### src/rtl/fpu_add_sub_pipe.sv
// Three-stage floating-point adder/subtractor with valid/ready handshake, RNE rounding,
// flush-to-zero subnormals, exception flags {NV,OF,UF,NX} and a sideband tag.
module fpu_add_sub_pipe #(
   parameter int EXP_W = 8,
   parameter int MAN_W = 23,
   parameter int TAG_W = 4
) (
   input  logic                       i_clk,
   input  logic                       i_rst_n,
   input  logic                       i_valid,
   output logic                       o_ready,
   input  logic                       i_add_sub,
   input  logic [EXP_W+MAN_W:0]       i_a,
   input  logic [EXP_W+MAN_W:0]       i_b,
   input  logic [TAG_W-1:0]           i_tag,
   output logic                       o_valid,
   input  logic                       i_ready,
   output logic [EXP_W+MAN_W:0]       o_result,
   output logic [3:0]                 o_flags,
   output logic [TAG_W-1:0]           o_tag
);
   localparam int W   = 1 + EXP_W + MAN_W;
   localparam int FW  = MAN_W + 4;          // hidden, fraction, guard, round, sticky
   localparam int SW  = MAN_W + 5;          // FW plus carry
   localparam int SHW = $clog2(FW);
   localparam int XW  = EXP_W + 8;          // signed exponent headroom for normalisation
   localparam logic signed [XW-1:0] EMAX = XW'((1 << EXP_W) - 1);
   localparam logic [W-1:0] QNAN = {1'b0, {EXP_W{1'b1}}, 1'b1, {(MAN_W-1){1'b0}}};

   logic en;
   logic v1_q, v2_q, v3_q;
   assign en      = i_ready || !v3_q;
   assign o_ready = en;
   assign o_valid = v3_q;

   // ---------------- stage 1: classify, swap, align ----------------
   logic              sa, sb, a_zero, b_zero, a_inf, b_inf, a_nan, b_nan, swap;
   logic [EXP_W-1:0]  ea, eb, big_e, sm_e, diff;
   logic [MAN_W-1:0]  fa, fb, big_f, sm_f;
   logic              big_s, big_z, sm_z;
   logic [W-2:0]      mag_a, mag_b;
   logic [SHW-1:0]    sh;
   logic [FW-1:0]     ext_sm, shifted, mask, s1_big_d, s1_sm_d;
   logic              lost;
   logic              s1_spec_d;
   logic [W-1:0]      s1_spec_res_d;
   logic [3:0]        s1_spec_flg_d;

   assign sa = i_a[W-1];
   assign sb = i_b[W-1] ^ i_add_sub;
   assign ea = i_a[W-2:MAN_W];
   assign eb = i_b[W-2:MAN_W];
   assign fa = i_a[MAN_W-1:0];
   assign fb = i_b[MAN_W-1:0];
   assign a_zero = (ea == '0);
   assign b_zero = (eb == '0);
   assign a_inf  = (ea == '1) && (fa == '0);
   assign b_inf  = (eb == '1) && (fb == '0);
   assign a_nan  = (ea == '1) && (fa != '0);
   assign b_nan  = (eb == '1) && (fb != '0);
   assign mag_a  = a_zero ? '0 : i_a[W-2:0];
   assign mag_b  = b_zero ? '0 : i_b[W-2:0];
   assign swap   = (mag_b > mag_a);

   always_comb begin
      big_s = swap ? sb     : sa;
      big_e = swap ? eb     : ea;
      big_f = swap ? fb     : fa;
      big_z = swap ? b_zero : a_zero;
      sm_e  = swap ? ea     : eb;
      sm_f  = swap ? fa     : fb;
      sm_z  = swap ? a_zero : b_zero;
      diff  = big_e - sm_e;
      if (32'(diff) > 32'(FW - 1)) sh = SHW'(FW - 1);
      else                         sh = SHW'(diff);
      s1_big_d = big_z ? '0 : {1'b1, big_f, 3'b000};
      ext_sm   = sm_z  ? '0 : {1'b1, sm_f, 3'b000};
      shifted  = ext_sm >> sh;
      mask     = (FW'(1) << sh) - FW'(1);
      lost     = |(ext_sm & mask);
      s1_sm_d  = {shifted[FW-1:1], shifted[0] | lost};
   end

   always_comb begin
      s1_spec_d     = 1'b0;
      s1_spec_res_d = '0;
      s1_spec_flg_d = 4'b0000;
      if (a_nan || b_nan) begin
         s1_spec_d     = 1'b1;
         s1_spec_res_d = QNAN;
      end else if (a_inf && b_inf && (sa != sb)) begin
         s1_spec_d     = 1'b1;
         s1_spec_res_d = QNAN;
         s1_spec_flg_d = 4'b1000;
      end else if (a_inf) begin
         s1_spec_d     = 1'b1;
         s1_spec_res_d = {sa, {EXP_W{1'b1}}, {MAN_W{1'b0}}};
      end else if (b_inf) begin
         s1_spec_d     = 1'b1;
         s1_spec_res_d = {sb, {EXP_W{1'b1}}, {MAN_W{1'b0}}};
      end else if (a_zero && b_zero) begin
         s1_spec_d     = 1'b1;
         s1_spec_res_d = {sa & sb, {(W-1){1'b0}}};
      end
   end

   logic              s1_sign_q, s1_sub_q, s1_spec_q;
   logic [EXP_W-1:0]  s1_exp_q;
   logic [FW-1:0]     s1_big_q, s1_sm_q;
   logic [W-1:0]      s1_spec_res_q;
   logic [3:0]        s1_spec_flg_q;
   logic [TAG_W-1:0]  s1_tag_q;

   // ---------------- stage 2: add/subtract magnitudes, leading-one detect ----------------
   logic [SW-1:0]     s2_sum_d;
   logic [SHW-1:0]    s2_lz_d;
   logic              s2_zero_d;

   assign s2_sum_d  = s1_sub_q ? ({1'b0, s1_big_q} - {1'b0, s1_sm_q})
                               : ({1'b0, s1_big_q} + {1'b0, s1_sm_q});
   assign s2_zero_d = (s2_sum_d == '0);

   always_comb begin
      s2_lz_d = '0;
      for (int i = 0; i < FW; i++)
         if (s2_sum_d[i]) s2_lz_d = SHW'(FW - 1 - i);
   end

   logic              s2_sign_q, s2_zero_q, s2_spec_q;
   logic [EXP_W-1:0]  s2_exp_q;
   logic [SW-1:0]     s2_sum_q;
   logic [SHW-1:0]    s2_lz_q;
   logic [W-1:0]      s2_spec_res_q;
   logic [3:0]        s2_spec_flg_q;
   logic [TAG_W-1:0]  s2_tag_q;

   // ---------------- stage 3: normalise, round, pack ----------------
   logic signed [XW-1:0] e_base, e_n, e_f;
   logic [FW-1:0]        norm;
   logic [MAN_W:0]       mant;
   logic [MAN_W+1:0]     mant_r;
   logic [MAN_W-1:0]     frac;
   logic                 rnd, inexact;
   logic [W-1:0]         res_d;
   logic [3:0]           flags_d;

   always_comb begin
      e_base = signed'(XW'(s2_exp_q));
      if (s2_sum_q[SW-1]) begin
         norm = {s2_sum_q[SW-1:2], |s2_sum_q[1:0]};
         e_n  = e_base + XW'(1);
      end else begin
         norm = s2_sum_q[FW-1:0] << s2_lz_q;
         e_n  = e_base - signed'(XW'(s2_lz_q));
      end
      mant    = norm[FW-1:3];
      inexact = |norm[2:0];
      rnd     = norm[2] & (norm[1] | norm[0] | mant[0]);
      mant_r  = {1'b0, mant} + (MAN_W+2)'(rnd);
      if (mant_r[MAN_W+1]) begin
         e_f  = e_n + XW'(1);
         frac = mant_r[MAN_W:1];
      end else begin
         e_f  = e_n;
         frac = mant_r[MAN_W-1:0];
      end

      if (s2_spec_q) begin
         res_d   = s2_spec_res_q;
         flags_d = s2_spec_flg_q;
      end else if (s2_zero_q) begin
         res_d   = '0;
         flags_d = 4'b0000;
      end else if (e_f >= EMAX) begin
         res_d   = {s2_sign_q, {EXP_W{1'b1}}, {MAN_W{1'b0}}};
         flags_d = 4'b0101;
      end else if (e_f[XW-1] || (e_f == '0)) begin
         res_d   = {s2_sign_q, {(W-1){1'b0}}};
         flags_d = 4'b0011;
      end else begin
         res_d   = {s2_sign_q, e_f[EXP_W-1:0], frac};
         flags_d = {3'b000, inexact};
      end
   end

   // Valid bits and output registers are reset; interior data is gated by valid.
   always_ff @(posedge i_clk or negedge i_rst_n) begin
      if (!i_rst_n) begin
         v1_q     <= 1'b0;
         v2_q     <= 1'b0;
         v3_q     <= 1'b0;
         o_result <= '0;
         o_flags  <= '0;
         o_tag    <= '0;
      end else if (en) begin
         v1_q <= i_valid;
         v2_q <= v1_q;
         v3_q <= v2_q;
         if (v2_q) begin
            o_result <= res_d;
            o_flags  <= flags_d;
            o_tag    <= s2_tag_q;
         end
      end
   end

   always_ff @(posedge i_clk) begin
      if (en) begin
         if (i_valid) begin
            s1_sign_q     <= big_s;
            s1_exp_q      <= big_e;
            s1_big_q      <= s1_big_d;
            s1_sm_q       <= s1_sm_d;
            s1_sub_q      <= (sa != sb);
            s1_spec_q     <= s1_spec_d;
            s1_spec_res_q <= s1_spec_res_d;
            s1_spec_flg_q <= s1_spec_flg_d;
            s1_tag_q      <= i_tag;
         end
         if (v1_q) begin
            s2_sign_q     <= s1_sign_q;
            s2_exp_q      <= s1_exp_q;
            s2_sum_q      <= s2_sum_d;
            s2_lz_q       <= s2_lz_d;
            s2_zero_q     <= s2_zero_d;
            s2_spec_q     <= s1_spec_q;
            s2_spec_res_q <= s1_spec_res_q;
            s2_spec_flg_q <= s1_spec_flg_q;
            s2_tag_q      <= s1_tag_q;
         end
      end
   end
endmodule

### config.mk
export PLATFORM = sky130hd
export DESIGN_NAME = fpu_add_sub_pipe
export DESIGN_NICKNAME = d
export VERILOG_FILES = /design/src/rtl/fpu_add_sub_pipe.sv
export SDC_FILE = /design/constraint.sdc
export NUM_CORES = 1
export LEC_CHECK = 0
export BUFFER_PORTS_ARGS = -buffer_cell sky130_fd_sc_hd__buf_4
export CAP_MARGIN = 20
export CORE_MARGIN = 2
export CORE_UTILIZATION = 30
export CTS_CLUSTER_DIAMETER = 40
export DETAILED_ROUTE_END_ITERATION = 10
export PLACE_DENSITY = 0.52
export SETUP_SLACK_MARGIN = 0.3
export SYNTH_ARGS = -nofsm -noshare
export SYNTH_HDL_FRONTEND = slang
export SYNTH_SLANG_ARGS = --single-unit
### constraint.sdc
create_clock -name i_clk -period 4.85 [get_ports i_clk]
set_clock_uncertainty 0.1 [all_clocks]
set_input_delay 1.2125 -clock i_clk [delete_from_list [all_inputs] [get_ports i_clk]]
set_output_delay 1.2125 -clock i_clk [all_outputs]
set_load 0.01 [all_outputs]
; Word-level counts from Yosys, hierarchy flattened
; Index checks and enable logic that the tools add are counted.
; Widths: inputs -> output; s select.
[word_totals]
in_bits = 73
output_inout_bits = 42
register_bits = 232
[op_classes]
magnitude_cmp = 3
n_reduce_logical = 31
eq_ne = 3
shift = 3
n_mux = 56
n_bitwise = 7
addsub = 8
[ops]
columns = operator, count
row1 = $mux 32, 5
row2 = $mux 31, 4
row3 = $mux 27, 3
row4 = $mux 23, 3
row5 = $mux 5, 12
row6 = $logic_not 23->1, 2
row7 = $reduce_bool 23->1, 2
row8 = $mux 4, 10
row9 = $mux 16, 2
row10 = $gt 31x31->1, 1
row11 = $add 27x27->28, 1
row12 = $logic_not 28->1, 1
row13 = $mux 28, 1
row14 = $sub 27x27->28, 1
row15 = $and 27x27->27, 1
row16 = $reduce_or 27->1, 1
row17 = $shl 1x5->27 const A, 1
row18 = $shl 27x5->27, 1
row19 = $shr 27x5->27, 1
row20 = $sub 27x2->27 const B, 1
row21 = $add 24x1->25, 1
row22 = $mux 3, 6
row23 = $add 16x2->16 const B, 1
row24 = $eq 8x8->1 const B, 2
row25 = other kinds (23), 47

; Logic depth before layout (Yosys ltp)
[logic_depth]
ltp_word = 28
ltp_mapped = 28

; Least setup slack after synthesis
; Ideal clock, no wire load.
[synth_timing]
kind = input to register
start = in i_a[26]
end = reg s1_sm_q[7], data pin
cell_stages = 27
setup_time_ns = 0.163
setup_slack_ns = -2.430
arrival_ns = 7.018
cell_sequence = clkbuf_1 inv_1 nand4_1 clkbuf_1 buf_1 nand2_1 ha_1 nand4_1 nor3_1 o31a_1 o41ai_1 a21oi_2 clkbuf_1 clkbuf_1 nor2_1 a21oi_1 ha_1 buf_1 a2111oi_0 nor2_1 a41oi_1 clkbuf_1 a21oi_1 or2_1 mux2_2 a211o_1 o221ai_1
[synth_via]
elab_chain_len = 8
elab_cells_between_ends = 12
[synth_lines]
columns = item, line
row1 = "start, declared", 13  ; input logic [EXP_W+MAN_W:0] i_a,
row2 = $logic_not 8->1, 55  ; assign a_zero = (ea == '0);
row3 = $mux 31, 61  ; assign mag_a = a_zero ? '0 : i_a[W-2:0];
row4 = $gt 31x31->1, 63  ; assign swap = (mag_b > mag_a);
row5 = $mux 8 (on tied branches), "67, 70"
row6 = $sub 8x8->8, 73  ; diff = big_e - sm_e;
row7 = $gt 8x5->1, 74  ; if (32'(diff) > 32'(FW - 1)) sh = SHW'(FW - 1);
row8 = $mux 5, 74
row9 = $shr 27x5->27 *, 78  ; shifted = ext_sm >> sh;
row10 = named net s1_sm_d[7], 43  ; logic [FW-1:0] ext_sm, shifted, mask, s1_big_d, s1_sm_d;
row11 = "end signal, assigned", 213  ; s1_sm_q <= s1_sm_d;
row12 = "end, declared", 109  ; logic [FW-1:0] s1_big_q, s1_sm_q;
; The timed path passes the listed nets; every way through them passes the cells marked *.
; A chain may end at the register's enable or synchronous reset.

; Worst setup path after layout
[layout_timing]
start = in i_b[23]
end = reg s1_sm_q[1], data pin
[layout_via]
elab_chain_len = 8
elab_cells_between_ends = 12
[layout_lines]
columns = item, line
row1 = "start, declared", 14  ; input logic [EXP_W+MAN_W:0] i_b,
row2 = $logic_not 8->1, 56  ; assign b_zero = (eb == '0);
row3 = $mux 31, 62  ; assign mag_b = b_zero ? '0 : i_b[W-2:0];
row4 = $gt 31x31->1, 63
row5 = $mux 8 (on tied branches), "67, 70"
row6 = $sub 8x8->8, 73
row7 = $gt 8x5->1, 74
row8 = $mux 5, 74
row9 = $shr 27x5->27 *, 78
row10 = named net s1_sm_d[1], 43
; Marks and branches as above.

==> impl_metrics.env <==
export IMPL_io_pin_count=115
export IMPL_clock_root_buffer="clkbuf_16"
export IMPL_area_growth_pct=49.8
export IMPL_startpoint_type="primary input"
export IMPL_post_synth_xor_area_fraction_pct=5.21
export IMPL_critPathKind="primary input to register"
export IMPL_crit_top_cell="buf_6"
export IMPL_synth_top_area_share_pct=24.3
export IMPL_synthTopCellsByArea="edfxtp_1, dfrtp_1, nand2_1"
export IMPL_die_w_um=228
export IMPL_r2r_setup_slack_ns=0.27
export IMPL_io_buffers=114
export IMPL_r2r_start="s2_lz_q[0]"
export IMPL_finalNetCount=2370
export IMPL_yosysMostFrequentCell="nand2_1"
export IMPL_design_core_area_um2=50000
export IMPL_crit_arrival_ns=5.96
export IMPL_die_area_um2=52100
export IMPL_cp_num_buf_inv=8
export IMPL_ir_drop_uv=316
export IMPL_layout_cells_non_filler=2912
export IMPL_cts_buffers=17
export IMPL_netlist_instances=1742
export IMPL_finalMaxSlewViolations=0
export IMPL_clk_path_buf_depth=2
export IMPL_leakage_nw=9.20
export IMPL_min_path_type="register to register"
export IMPL_synth_edf_count=122
export IMPL_start_util_pct=30.2
export IMPL_clk_pin_slew_ns=0.07
export IMPL_antenna_found_initial=0
export IMPL_cts_htree_levels=4
export IMPL_wirelength_mm=58.6
export IMPL_synth_simple_area_share_pct=22.0
export IMPL_dieHeight_um=228
export IMPL_cts_hold_fix_buffers=0
export IMPL_row_count=82
export IMPL_outcome="complete, but fails checks"
export IMPL_via_per_inst=5.40
export IMPL_drive_above_1_share_pct=42.0
export IMPL_drt_iter0_markers=1113
export IMPL_slew_headroom_pct=34.1
export IMPL_synth_top_family_by_area="simple AND/OR/NAND/NOR gates"
export IMPL_ant_nets=0
export IMPL_clock_latency_ns=0.45
export IMPL_ys_warn_count=0
export IMPL_endpoint_kind="register"
export IMPL_gp_congestion=0.981
export IMPL_fin_ws_ns=-1.01
export IMPL_fin_crit_sh_pct=121
export IMPL_async_flop_share_pct=26.1
export IMPL_setup_viol=27
export IMPL_place_inst=2784
export IMPL_finalHoldViolCount=0
export IMPL_whs_path_depth=0
export IMPL_powerDensity_nw_per_um2=401
export IMPL_yosysTopAreaCell="edfxtp_1"
export IMPL_clock_sinks=165
export IMPL_worst_slew_pin_slew_ns=0.981
export IMPL_critPathMaxFanout=6
export IMPL_syn_nets=1885
export IMPL_rr_worst_depth=22
export IMPL_avgSynthCellArea_um2=8.67
export IMPL_max_freq_mhz=171
export IMPL_grt_util_all_layers_pct=21.7
export IMPL_rsz0062_at_grt="true"
export IMPL_synth_compound_area_share_pct=21.2
export IMPL_grt_max_degree=71
export IMPL_grt_pass1_vias=15501
export IMPL_dp_hpwl_mm=45.8
export IMPL_synth_ff_type="edfxtp_1"
export IMPL_vias=15736
export IMPL_r2r_end="o_flags[0]"
export IMPL_synth_area_um2=15100
export IMPL_worstPathCellList="buf_8 -> nor4_4 -> nand2_2 -> buf_6 -> and2_4 -> ha_4 -> a211oi_2 -> nor2_1 -> o31a_1 -> buf_4 -> o41a_1 -> mux2_2 -> a21o_1 -> and4_4 -> o32ai_4 -> buf_12 -> buf_8 -> buf_6 -> nor2_4 -> buf_4 -> buf_6 -> o22ai_4 -> a31oi_4 -> o221a_2"
export IMPL_total_power_w=0.00907
export IMPL_ys_ff_latch=165
export IMPL_startpoint="i_b[23]"
export IMPL_drt_pass1_iter_count=7
export IMPL_synthMuxAreaShare_pct=9.82
export IMPL_crit_required_ns=4.95
export IMPL_drcViolationCount=0
export IMPL_wl_per_cell_um=20.1
export IMPL_yosysSeqAreaShare_pct=31.4
export IMPL_synth_adder_area_share_pct=5.98
export IMPL_grt_pass1_wl_mm=88.9
export IMPL_ys_types=102
export IMPL_cts_tree="built"
export IMPL_drv_cap=0
export IMPL_path_delay_family="compound AO/OA/AOI/OAI gates"
export IMPL_holdPathEnd="s2_spec_res_q[22]"
export IMPL_max_stage_delay_ns=0.48
export IMPL_diodes=0
export IMPL_setup_tns_ns=-23.26
export IMPL_slowest_stage="o32ai_4"
export IMPL_hp_start="s1_spec_res_q[22]"
export IMPL_yosys_top_cells_count="nand2_1, nor2_1, a21oi_1"
export IMPL_grt_ovfl_total=0
export IMPL_violations="negative setup slack"
export IMPL_post_route_min_period_ns=5.86
-- metrics by stage --
| step | hold WS [ns] | worst slack [ns] | instance area, um2 | utilization [%] |
|---|---|---|---|---|
| 6_report | 0.321 | -1.01 | 22600 | 45.2 |
| 4_1_cts | 0.323 | -0.910 | 21600 | 43.3 |
| 5_1_grt | 0.334 | -1.26 | 22600 | 45.2 |
| 2_1_floorplan | 0.300 | -1.64 | 15600 | - |
| 3_3_place_gp | 0.303 | -1.80 | 19400 | 38.9 |
| 3_5_place_dp | 0.305 | -1.80 | 19400 | 38.9 |
-- cell usage in the layout (no fill, tap or decap), types with 43 or more instances in the layout --
cell type	count
buf_4	478
a21oi_1	108
nor2_1	122
edfxtp_1	122
inv_1	55
dfrtp_1	43
nand2_1	243
buf_6	52
ha_1	53
xnor2_1	57
o21ai_0	63
-- sequential cells by signal, summed over array words and instances, names as in the netlist --
name           flops
o_flags            4
o_result          32
o_tag              4
o_valid            1
s1_big_q          24
s1_exp_q           8
s1_sign_q          1
s1_sm_q           27
s1_spec_flg_q      1
s1_spec_q          1
s1_spec_res_q      3
s1_sub_q           1
s1_tag_q           4
s2_exp_q           8
s2_lz_q            5
s2_sign_q          1
s2_spec_flg_q      1
s2_spec_q          1
s2_spec_res_q      3
s2_sum_q          28
s2_tag_q           4
s2_zero_q          1
v1_q               1
v2_q               1
-- final cells by class --
class                      instances  area, um2
clock buffer                      17        425
inverter                          59        221
timing repair buffer             556       4660
sequential                       165       4740
fill                            4819      27400
clock inverter                    15        204
tap                              672        841
multi-input combinational       1428      11500
-- report_power, final --
group / internal, W / switching (W) / total (W)
combinational: 0.00256 / 0.00287 / 0.00543
clock: 0.000751 / 0.000671 / 0.00142
sequential: 0.00192 / 0.000287 / 0.00221
total: 0.00524 / 0.00383 / 0.00907
-- cell families after synthesis --
group / after synthesis
AND/OR/NAND/NOR: 690
flip-flops: 165
multiplexers: 96
AO/OA/AOI/OAI: 478
adder cells (fa/ha/maj): 72
buffers and inverters: 152
XOR/XNOR: 89
-- per-layer routing --
layer	vias to the layer above	routed length, um	global-route usage (%)
met2	406	30000	39.7
met3	113	2080	2.41
met4	0	2240	8.60
met5	-	0	0
met1	7675	24300	26.0
li1	7542	-	-
-- repair_timing --
item                       4_1_cts  5_1_grt
hold endpoints to repair         0        0
cloned                           7        1
gates resized for setup        242      145
setup endpoints to repair       61       86
pin swaps                       74      101
setup buffers                   53       35
-- worst max path at each step --
stage / endpoint / slack, ns / cells past startpoint
3_5_place_dp: s1_sm_q[5] / -1.80 / 28
4_1_cts: s1_sm_q[0] / -0.91 / 25
5_1_grt: s1_sm_q[2] / -1.26 / 26
6_report: s1_sm_q[1] / -1.01 / 24
3_3_place_gp: s1_sm_q[5] / -1.80 / 26
2_1_floorplan: s1_sm_q[0] / -1.64 / 28
Note: power is estimated with default switching activity, not from simulation.
